$ cat config.mk
export PLATFORM = sky130hd
export DESIGN_NAME = contador_param
export DESIGN_NICKNAME = d
export VERILOG_FILES = /design/src/rtl/contador_param.sv
export SDC_FILE = /design/constraint.sdc
export NUM_CORES = 1
export LEC_CHECK = 0
export BUFFER_PORTS_ARGS = -buffer_cell sky130_fd_sc_hd__buf_2
export CAP_MARGIN = 25
export CORE_MARGIN = 5
export CORE_UTILIZATION = 56
export CTS_CLUSTER_SIZE = 14
export DETAILED_ROUTE_END_ITERATION = 7
export PLACE_DENSITY = 0.83
export SYNTH_ARGS = -nofsm -noshare
export SYNTH_HDL_FRONTEND = slang
export SYNTH_SLANG_ARGS = --single-unit
$ cat constraint.sdc
create_clock -name clk -period 4.28 [get_ports clk]
set_input_delay 0.856 -clock clk [delete_from_list [all_inputs] [get_ports clk]]
set_output_delay 0.856 -clock clk [all_outputs]
set_load 0.005 [all_outputs]
$ cat src/rtl/contador_param.sv
// Parametrised modulo-MOD up/down counter with parallel load, registered
// terminal-count pulse and sticky overflow flag. Define CONTADOR_SAT_EN to saturate instead of wrap.
module contador_param #(
    parameter int WIDTH = 9,
    parameter int MOD   = 512,
    parameter int INIT  = 0
) (
    input  logic             clk,
    input  logic             reset,
    input  logic             add,
    input  logic             sub,
    input  logic             load,
    input  logic [WIDTH-1:0] load_val,
    input  logic             clr_ovf,
    output logic [WIDTH-1:0] s,
    output logic             tc,
    output logic             ovf
);

    localparam logic [WIDTH:0]   MOD_W  = (WIDTH+1)'(MOD);
    localparam logic [WIDTH-1:0] MAX_V  = WIDTH'(MOD - 1);
    localparam logic [WIDTH-1:0] INIT_V = WIDTH'(INIT);

    if (MOD < 2 || (WIDTH < 31 && MOD > (1 << WIDTH))) begin : g_bad_mod
        $error("contador_param: MOD=%0d outside 2..2**WIDTH", MOD);
    end
    if (INIT < 0 || INIT >= MOD) begin : g_bad_init
        $error("contador_param: INIT=%0d must be below MOD", INIT);
    end

    logic [WIDTH-1:0] s_q, s_d;
    logic             tc_q, tc_d;
    logic             ovf_q, ovf_d;
    logic             up, down, boundary;

    // Both enables together cancel out; load always outranks counting.
    assign up   = add & ~sub & ~load;
    assign down = sub & ~add & ~load;

    always_comb begin
        s_d      = s_q;
        boundary = 1'b0;
        if (load) begin
            s_d = ({1'b0, load_val} < MOD_W) ? load_val : MAX_V;
        end else if (up) begin
            if (s_q == MAX_V) begin
                boundary = 1'b1;
`ifdef CONTADOR_SAT_EN
                s_d = MAX_V;
`else
                s_d = '0;
`endif
            end else begin
                s_d = s_q + 1'b1;
            end
        end else if (down) begin
            if (s_q == '0) begin
                boundary = 1'b1;
`ifdef CONTADOR_SAT_EN
                s_d = '0;
`else
                s_d = MAX_V;
`endif
            end else begin
                s_d = s_q - 1'b1;
            end
        end
        // A boundary event on the same edge as clr_ovf leaves the flag set.
        tc_d  = boundary;
        ovf_d = boundary | (ovf_q & ~clr_ovf);
    end

    always_ff @(posedge clk) begin
        if (reset) begin
            s_q   <= INIT_V;
            tc_q  <= 1'b0;
            ovf_q <= 1'b0;
        end else begin
            s_q   <= s_d;
            tc_q  <= tc_d;
            ovf_q <= ovf_d;
        end
    end

    assign s   = s_q;
    assign tc  = tc_q;
    assign ovf = ovf_q;

endmodule
==> results.yml <==
timing:
  worst_slew_pin_slew_ns: 0.661
  rsz0062_at_grt: "no"
  holdWs_ns: 0.453
  hold_violations: 0
  fin_crit_ns: 2.36
  finClkSkew_ns: 0.000850
  setup_ws_ns: 1.92
  tns_ns: 0
  setup_viol: 0
  post-route-period-util_pct: 55.1
  slew-limit-headroom_pct: 55.8
  drv_slew: 0
  max_freq_mhz: 424
placed_design:
  numPortBuffers: 25
  dp.cells: 168
  place_congestion: 0.950
  post-place-ws_ns: 1.98
  place.detailed.hpwl_um: 1980
clock_network:
  clk_latency_ns: 0.26
  cts-resized-gates: 0
  cts_root_buf: "clkbuf_4"
  clkSinkCount: 11
  cts.path.max_buffers: 2
  cts_buffers: 3
  holdBufCountCts: 0
  cts_tree: "built"
  htree_levels: 1
  clkTransAtPathRegs_ns: 0.08
  post-cts-setup-buffers: 0
grt:
  grt.total_usage_pct: 20.8
  grt_max_degree: 28
  antenna_found_initial: 0
  grt_first_pass_wirelength_um: 4370
  grt_pass1_vias: 967
  overflow: 0
yosys:
  ys.flop_type: "dfxtp_1"
  synth-async-reset-ratio_pct: 0
  ys_seq_area_share_pct: 21.1
  yosysUniqueCellTypes: 48
  syn_avg_cell_area_sq_um: 7.91
  ys_ff_latch: 11
  syn_inst: 132
  synth_edf_count: 0
  syn-num-nets: 150
  yosys_warnings: 0
  netlist_area_sq_um: 1040
detailed_routing:
  vias_per_cell: 6.45
  wl_per_cell_um: 16.2
  finalWirelength_um: 2790
  drt_first_pass_iters: 4
  detail-route-antenna-nets: 0
  drt_iter0_drc: 47
  num_vias: 1110
  drc: 0
cells_and_area:
  drive_above_1_share_pct: 25.9
  mostFrequentLayoutCells: "buf_2 (25), dfxtp_1 (11), a21oi_1 (10)"
  nets: 166
  fin_cells: 172
  area_growth_pct: 9.23
  antenna_cells: 0
  mostFrequentLayoutCell: "buf_2"
critical_path:
  cp_data_required_time_ns: 4.48
  cpMostUsedCell: "ha_1"
  crit_path_max_incr_delay_ns: 0.56
  reg2reg_depth: 8
  crit_fanout: 10
  cp_slowest_cell: "or4b_4"
  crit_chain: "ha_1, nand3_1, nor3_1, ha_1, or4b_4, nor4_2, a21oi_1, a31oi_1"
  path_class: "flop to flop"
  crit_arrival_ns: 2.56
  end_kind: "flop"
  startpoint_type: "flop"
run:
  cap_viol_max_count: 0
floorplanning:
  ioPinCount: 26
  die_h_um: 53.2
  core_sq_um: 1750
  start_util_pct: 59.8
  design.die.area_sq_um: 2830
  die_w_um: 53.2
  fp-row-count: 15
power_and_ir_drop:
  cellLeakagePower_nw: 0.467
  p_total_mw: 0.306
  peakVddDrop_uv: 148
  p_per_area_nw_per_um2: 268
worst_hold_path:
  hold_class: "flop to flop"
  hold_path_depth: 1
run_status:
  status: "complete, no violations"
## final timing paths
path                            from  endpoint  slack [ns]
worst max-delay path            s[0]      s[7]        1.92
worst min-delay path             ovf       ovf        0.45
worst max register to register  s[0]      s[7]        1.92
worst min register to register   ovf       ovf        0.45
## worst max-delay path, delay by kind of cell (launching register included)
kind                     cells  cell delay [ns]
flip-flops                   1             0.40
AND/OR/NAND/NOR              4             1.07
adder cells (fa/ha/maj)      2             0.58
AO/OA/AOI/OAI                2             0.24
## state kept, by name, indices dropped and copies added, names as in the netlist
register and count:
s 9, tc 1, ovf 1
## logic make-up (layout without fill, tap and decap cells)
kind of cell	Yosys count	after routing	share of synthesized area, %
compound gates	51	51	36.1
flops	11	11	21.1
xor+xnor	2	2	1.68
simple gates	43	43	26.4
fa+ha+maj	3	3	3.60
buf+inv	22	37	11.2
## layer usage
| metal | GRT usage (%) | share of wire (%) |
|---|---|---|
| met1 | 27.3 | 44 |
| met2 | 34.1 | 45 |
| met3 | 3.10 | 9.6 |
| met4 | 7.66 | 1.9 |
| met5 | 0 | 0 |
## area by class of cell
| type | count | area [sq um] |
|---|---|---|
| fillers | 153 | 606 |
| repair buffers | 25 | 125 |
| flip-flops and latches | 11 | 220 |
| inverters | 8 | 30.0 |
| multi-input cells | 99 | 707 |
| clock buffers | 4 | 26.3 |
| well taps | 25 | 31.3 |
## synthesized netlist by cell type (all sizes together) (4+ instances only)
| cell type | instances | area (sq um) |
|---|---|---|
| a31oi | 4 | 25.0 |
| a21oi | 10 | 50.1 |
| a21o | 4 | 30.0 |
| o21ai | 5 | 25.0 |
| buf | 8 | 61.3 |
| a211oi | 6 | 45.0 |
| clkbuf | 6 | 25.0 |
| nor2 | 8 | 30.0 |
| nand4 | 4 | 31.3 |
| nand2 | 6 | 22.5 |
| dfxtp | 11 | 220 |
| inv | 8 | 30.0 |
| nand3 | 4 | 20.0 |
## power by group
group / leakage (nW) / internal, mW / switching, mW
clock: 0.0150 / 0.0360 / 0.0368
combinational: 0.361 / 0.0464 / 0.0550
sequential: 0.0908 / 0.110 / 0.0212
## stage by stage
stage / util, % / cell area [sq um]
CTS: 65.3 / 1140
detailed placement: 63.8 / 1110
floorplan: - / 1040
global placement: 63.8 / 1110
finish: 65.3 / 1140
global route: 65.3 / 1140
(Power assumes the default switching activity.)
